File: src/rtl/pipe_pkg.sv
// Shared pipeline types and helpers for the MIPS core.
// Used by the MEM/WB stage and its data memory.
package pipe_pkg;

   localparam int REG_ADDR_W = 5;
   localparam int DATA_W     = 32;

   typedef struct packed {
      logic RegWrite;
      logic Mem2Reg;
   } memwb_ctrl_t;

   function automatic logic is_misaligned(input logic [1:0] addr);
      return addr != 2'b00;
   endfunction

endpackage

File: src/rtl/dmem_sp.sv
// Single-port synchronous data RAM, word addressed.
// A read that coincides with a write returns the old contents.
module dmem_sp
   import pipe_pkg::*;
#(
   parameter int DEPTH_WORDS = 128,
   parameter int ADDR_W      = $clog2(DEPTH_WORDS)
) (
   input  logic              clk,
   input  logic              we,
   input  logic              re,
   input  logic [ADDR_W-1:0] addr,
   input  logic [DATA_W-1:0] wdata,
   output logic [DATA_W-1:0] rdata
);

   logic [DATA_W-1:0] mem [DEPTH_WORDS];

   always_ff @(posedge clk) begin
      if (we)
         mem[addr] <= wdata;
   end

   // rdata only moves on an enabled read, so it survives stalls
   always_ff @(posedge clk) begin
      if (re)
         rdata <= mem[addr];
   end

endmodule

File: src/rtl/mem_wb_stage.sv
// MEM stage: data-memory access plus the MEM/WB pipeline register.
// Stall holds everything, flush inserts a bubble, reset clears outputs.
module mem_wb_stage
   import pipe_pkg::*;
#(
   parameter int DEPTH_WORDS = 128
) (
   input  logic                  clk,
   input  logic                  rst_n,
   input  logic                  RegWrite_in,
   input  logic                  Mem2Reg_in,
   input  logic                  MemRead_in,
   input  logic                  MemWrite_in,
   input  logic [DATA_W-1:0]     ALU_result_in,
   input  logic [DATA_W-1:0]     RtData_in,
   input  logic [REG_ADDR_W-1:0] RdAddr_in,
   input  logic                  stall,
   input  logic                  flush,
   output logic                  RegWrite_out,
   output logic                  Mem2Reg_out,
   output logic [DATA_W-1:0]     MemData_out,
   output logic [DATA_W-1:0]     ALU_result_out,
   output logic [REG_ADDR_W-1:0] RdAddr_out,
   output logic                  misalign_err
);

   localparam int ADDR_W = $clog2(DEPTH_WORDS);

   logic              advance;
   logic              misalign;
   logic              ramWe;
   logic              ramRe;
   logic [ADDR_W-1:0] wordIdx;
   logic [DATA_W-1:0] ramData;
   logic              loadValid;
   memwb_ctrl_t       ctrlQ;

   assign advance  = rst_n & ~flush & ~stall;
   assign misalign = (MemRead_in | MemWrite_in) &
                     is_misaligned(ALU_result_in[1:0]);
   assign wordIdx  = ALU_result_in[ADDR_W+1:2];
   assign ramWe    = advance & MemWrite_in & ~misalign;
   assign ramRe    = advance & MemRead_in & ~misalign;

   dmem_sp #(
      .DEPTH_WORDS (DEPTH_WORDS),
      .ADDR_W      (ADDR_W)
   ) uDmem (
      .clk   (clk),
      .we    (ramWe),
      .re    (ramRe),
      .addr  (wordIdx),
      .wdata (RtData_in),
      .rdata (ramData)
   );

   always_ff @(posedge clk) begin
      if (!rst_n || flush) begin
         ctrlQ          <= '0;
         loadValid      <= 1'b0;
         ALU_result_out <= '0;
         RdAddr_out     <= '0;
         misalign_err   <= 1'b0;
      end else if (!stall) begin
         ctrlQ.RegWrite <= RegWrite_in & ~misalign;
         ctrlQ.Mem2Reg  <= Mem2Reg_in;
         loadValid      <= MemRead_in & ~misalign;
         ALU_result_out <= ALU_result_in;
         RdAddr_out     <= RdAddr_in;
         misalign_err   <= misalign;
      end
   end

   // Load data is the RAM's registered word, zeroed when no load was taken
   assign MemData_out  = loadValid ? ramData : '0;
   assign RegWrite_out = ctrlQ.RegWrite;
   assign Mem2Reg_out  = ctrlQ.Mem2Reg;

endmodule

File: config.mk
export PLATFORM = sky130hd
export DESIGN_NAME = mem_wb_stage
export DESIGN_NICKNAME = d
export VERILOG_FILES = /design/src/rtl/pipe_pkg.sv /design/src/rtl/dmem_sp.sv /design/src/rtl/mem_wb_stage.sv
export SDC_FILE = /design/constraint.sdc
export NUM_CORES = 2
export LEC_CHECK = 0
export ABC_AREA = 0
export CORE_ASPECT_RATIO = 1.4
export CORE_MARGIN = 2
export CORE_UTILIZATION = 38
export DETAILED_ROUTE_END_ITERATION = 6
export MAX_ROUTING_LAYER = met4
export PLACE_DENSITY = 0.63
export REMOVE_ABC_BUFFERS = 1
export SLEW_MARGIN = 20
export SYNTH_ARGS = -nofsm -noshare
export SYNTH_HDL_FRONTEND = slang
export SYNTH_SLANG_ARGS = --single-unit
File: constraint.sdc
create_clock -name clk -period 4.38 [get_ports clk]
set_input_delay 1.314 -clock clk [delete_from_list [all_inputs] [get_ports clk]]
set_output_delay 1.314 -clock clk [all_outputs]
set_load 0.02 [all_outputs]
; After elaboration in Yosys (flattened, before gate mapping)
; Memory sizes are Yosys's and may differ from the RTL's. A register that Yosys moved wholly into a read port is not among the register bits.
; Cells that the tools add are included.
[op_classes]
mux = 3
bitwise = 13
n_reduce_logical = 3
[op_table]
columns = op, n
row1 = $mux 32, 1
row2 = $and 1x1->1, 9
row3 = $not 1->1, 3
row4 = $mux 1, 2
row5 = $reduce_bool 2->1, 1
row6 = $logic_not 1->1, 1
row7 = $logic_or 1x1->1, 1
row8 = $or 1x1->1, 1
[word_totals]
regBits = 41
ramBits = 4096
out_inout_bits = 72
wordCells = 26
mem_count = 1
[memory_table]
columns = name, words, width, read_ports, rd_clocked_by_memory_dff, wr, line_no
row1 = uDmem.mem, 128, 32, 1, 1, 1, dmem_sp.sv:17  ; logic [DATA_W-1:0] mem [DEPTH_WORDS];

; Longest topological paths before layout
[depth]
word_depth = 7
ltp_mapped = 13
mapped_depth_nobuf = 6

; By module
; From an unflattened synthesis, not the netlist that was laid out.
[hier_totals]
hier_cells = 9087
hier_area_um2 = 159141.4
[modules_own_cells]
columns = module, instances, cells_each, area_per_inst_um2
row1 = dmem_sp, 1, 8954, 157577.4
row2 = mem_wb_stage, 1, 133, 1564.0

; Worst setup path before layout
; No wires, ideal clock.
[synth_path]
path_kind = in2reg
from = input ALU_result_in[3]
to = memory uDmem.mem[113][0], enable pin
setup_ns = 0.421
arrival_ns = 4.273
required_ns = 3.959
slack_ns = -0.314
path_stages = 9
path_cell_list = buf_4 buf_6 nor3b_2 buf_4 buf_2 buf_4 nand2_1 buf_2 nor2_1
[synth_lines]
columns = element, line_no
row1 = start: declaration, mem_wb_stage.sv:14  ; input logic [DATA_W-1:0] ALU_result_in,
row2 = end: declaration, dmem_sp.sv:17
; No word-level cell before the write port.

; Worst setup path in the final report
[layout_path]
from = register loadValid
to = output MemData_out[6]
[layout_between]
elab_chain_len = 1
[layout_lines]
columns = element, line_no
row1 = start: declaration, mem_wb_stage.sv:35  ; logic loadValid;
row2 = start signal: assignment, mem_wb_stage.sv:67  ; loadValid <= MemRead_in & ~misalign;
row3 = $mux 32, mem_wb_stage.sv:75  ; assign MemData_out = loadValid ? ramData : '0;
row4 = end: declaration, mem_wb_stage.sv:21  ; output logic [DATA_W-1:0] MemData_out,
; No other way between the ends.

==> impl_metrics.env <==
export IMPL_status="complete, but fails checks"
export IMPL_violations="DRC"
export IMPL_clk_pin_slew_ns=0.07
export IMPL_nNetsFinal=9929
export IMPL_synthFlopType="edfxtp_1"
export IMPL_drc=20
export IMPL_clock_skew_ns=0.0888
export IMPL_clk_path_buf_depth=4
export IMPL_crit_chain="buf_4 -> and2_1 -> clkdlybuf4s50_1"
export IMPL_cpPeakStageDelay_ns=0.71
export IMPL_die_h_um=768
export IMPL_drive_gt1_frac=0.198
export IMPL_synth_seq_area_share=0.787
export IMPL_path_class="flop to output pin"
export IMPL_wl_um=557000
export IMPL_crit_path_start_kind="flop"
export IMPL_cts_root_buf="clkbuf_16"
export IMPL_cts_tree="done"
export IMPL_end_kind="output pin"
export IMPL_synthArstFlopShare=0
export IMPL_viasPerCell=6.27
export IMPL_drt_initial_drc_count=15400
export IMPL_synth_warnings=0
export IMPL_p_total_w=0.0817
export IMPL_worst_pin_slew_ns=1.26
export IMPL_synth_distinct_cells=83
export IMPL_r2r_end="uDmem.rdata[25]"
export IMPL_whs_path_depth=2
export IMPL_initial_utilization=0.382
export IMPL_place_gp_congestion=0.947
export IMPL_cp_slowest_cell="clkdlybuf4s50_1"
export IMPL_die_area_mm2=0.423
export IMPL_wl_per_cell_um=35.5
export IMPL_crit_required_ns=3.07
export IMPL_track_usage=0.264
export IMPL_fin_tns_setup_ns=0
export IMPL_maxCapViolCount=0
export IMPL_antenna_found_initial=60
export IMPL_maxSlewHeadroom=0.152
export IMPL_insertion_delay_ns=0.98
export IMPL_power_density_mw_per_mm2=433
export IMPL_whs_endpoint="ALU_result_out[6]"
export IMPL_syn_to_final_growth_pct=18.8
export IMPL_grt_pass1_wl_um=764000
export IMPL_finalCritPeriodShare=1.00
export IMPL_syn_mean_instance_area_um2=17.6
export IMPL_cts_sinks=4169
export IMPL_first_pass_iters=7
export IMPL_ios=149
export IMPL_cts_made_buffers=374
export IMPL_htreeDepth=5
export IMPL_grt_pass1_vias=95900
export IMPL_io_buffers=148
export IMPL_reg2reg_depth=9
export IMPL_min_from="ALU_result_out[6]"
export IMPL_worstPathMaxFanout=10
export IMPL_worstHoldPathType="flop to flop"
export IMPL_grt_max_degree=97
export IMPL_critical_path_arrival_ns=3.07
export IMPL_ant_nets=0
export IMPL_fmax_mhz=228
export IMPL_hold_viol_final=0
export IMPL_fp_dieW_um=550
export IMPL_peakVddDrop_v=0.000344
export IMPL_hpwlAfterDp_um=363000
export IMPL_r2r_start="uDmem.mem[25][25]"
export IMPL_synth_seq_cells=4169
export IMPL_globalRouteOverflowTotal=0
export IMPL_slew_viol_final=0
export IMPL_p_leak_nw=59.4
export IMPL_syn_cell_area_mm2=0.159
export IMPL_coreArea_mm2=0.415
export IMPL_period_minus_slack_ns=4.38
export IMPL_synth_edf_count=4128
export IMPL_final_setup_viol_count=0
export IMPL_dr_total_vias=98300
export IMPL_utilization=0.454
export IMPL_synth_cells=9009
export IMPL_rrSetupSlack_ns=1.23
export IMPL_num_rows=280
## cell usage in the layout, fill, tap and decap left out, types with 22 or more instances in the layout
cell type	instances
clkbuf_1	70
diode_2	45
o32ai_1	22
mux4_2	69
a21oi_1	291
mux2i_1	237
buf_12	321
nor3_1	53
a22o_1	168
nor2_1	126
clkdlybuf4s50_1	109
a221o_1	37
o22a_1	34
nand4_1	28
and4b_1	30
o21ai_0	203
and4_1	31
a211oi_1	33
nand3_1	58
a22oi_1	573
clkbuf_16	380
a222oi_1	137
clkinv_2	62
o31ai_1	36
a21bo_2	35
o22ai_1	214
a2111oi_0	27
dfxtp_1	40
o211ai_1	36
clkinv_1	92
mux2_2	73
edfxtp_1	4128
bufinv_16	31
nand2_1	389
o221ai_1	50
nor2_4	130
and2_1	45
nor2b_1	57
a221oi_1	515
buf_4	737
## critical path: cells and delay by family (launching register included)
kind | cells | cell delay (ns)
buf+inv | 2 | 1.01
flops | 1 | 0.56
simple gates | 1 | 0.46
## kinds of logic after synthesis
group,after synthesis,synth area share
flip-flops,4169,0.787
AND/OR/NAND/NOR,1120,0.0354
multiplexers,379,0.0299
AO/OA/AOI/OAI,2616,0.126
buffers and inverters,725,0.0224
## worst max-delay path by stage
stage	cells past startpoint	end	slack (ns)	from
final	3	MemData_out[6]	0.0003	loadValid
after global routing	3	MemData_out[6]	-0.004	loadValid
after CTS	3	MemData_out[5]	0.001	loadValid
after detailed placement	11	uDmem.rdata[14]	-0.70	ALU_result_in[3]
after global placement	7	uDmem.rdata[28]	-1.95	ALU_result_in[2]
after floorplan	3	uDmem.mem[2][0]	-23.63	ALU_result_in[2]
## registers in the layout, summed over array words and instances, names as in the netlist
| name | count |
|---|---|
| RdAddr_out | 5 |
| RegWrite_out | 1 |
| misalign_err | 1 |
| uDmem.rdata | 32 |
| loadValid | 1 |
| uDmem.mem | 4096 |
| ALU_result_out | 32 |
| Mem2Reg_out | 1 |
## stage by stage
stage | instance area, um2 | hold WS, ns | setup WS (ns) | std cells
6_report | 188000 | 0.456 | 0.000291 | 15700
2_1_floorplan | 155000 | 0.540 | -23.63 | 8292
3_5_place_dp | 176000 | 0.448 | -0.700 | 15000
3_3_place_gp | 176000 | 0.440 | -1.95 | 15000
4_1_cts | 188000 | 0.462 | 0.00146 | 15600
5_1_grt | 188000 | 0.482 | -0.00415 | 15700
## synthesized netlist by cell type, types with 15 or more instances
library cell     n  area, um2
a2111oi_0       30        263
a211oi_1        33        248
a21bo_2         35        350
a21oi_1        291       1460
a221o_1         37        370
a221oi_1       515       4510
a222oi_1       137       1370
a22o_1         168       1470
a22oi_1        574       4310
a311oi_1        17        149
a31oi_1         21        131
a41oi_1         19        166
and2_1          53        332
and3_1          20        125
and3b_1         19        166
and4_1          31        272
and4b_1         30        300
buf_1           79        297
buf_2          287       1440
buf_4           38        285
buf_6           36        405
clkbuf_1       273       1020
dfxtp_1         41        821
edfxtp_1      4128     124000
mux2_2          73        822
mux2i_1        237       2370
mux4_2          69       1550
nand2_1        398       1490
nand2b_1        20        125
nand3_1         58        290
nand3b_1        19        143
nand4_1         28        175
nor2_1         259        972
nor2b_1         63        394
nor3_1          54        270
o211ai_1        36        270
o21ai_0        206       1030
o221ai_1        50        438
o22a_1          34        298
o22ai_1        214       1340
o2bb2ai_1       17        149
o311ai_0        15        131
o31ai_1         41        308
o32ai_1         22        193
or3b_2          18        158
## where the power goes
part / leakage, nW / switching [W] / total (W) / internal [W]
logic: 16.3 / 0.00368 / 0.00533 / 0.00164
clock network: 5.76 / 0.0147 / 0.0325 / 0.0178
registers: 37.4 / 0.0000116 / 0.0438 / 0.0438
total: 59.4 / 0.0184 / 0.0817 / 0.0633
## routing by layer
layer  global-route usage  wire (um)  part of all wire  vias up
li1                     -          -                 -    39400
met1                0.301     189000              0.34    50700
met2                0.421     267000              0.48     6721
met3               0.0469      54000             0.097     1430
met4                0.188      47300             0.085        0
met5                    -          0                 0        -
## repair_timing
action,in CTS,in global routing
setup buffers,2,0
hold buffers,0,0
resized for setup,7,1
endpoints found under the setup margin,31,1
## layout make-up
class,instances,area (um2)
timing repair buffer,1184,13200
sequential,4169,125000
multi-input combinational,4115,31600
tap,5499,6880
clock inverter,220,2040
fill,35200,227000
antenna,45,113
inverter,8,45.0
clock buffer,450,9770
No activity file was read; power rests on OpenSTA's default activity.
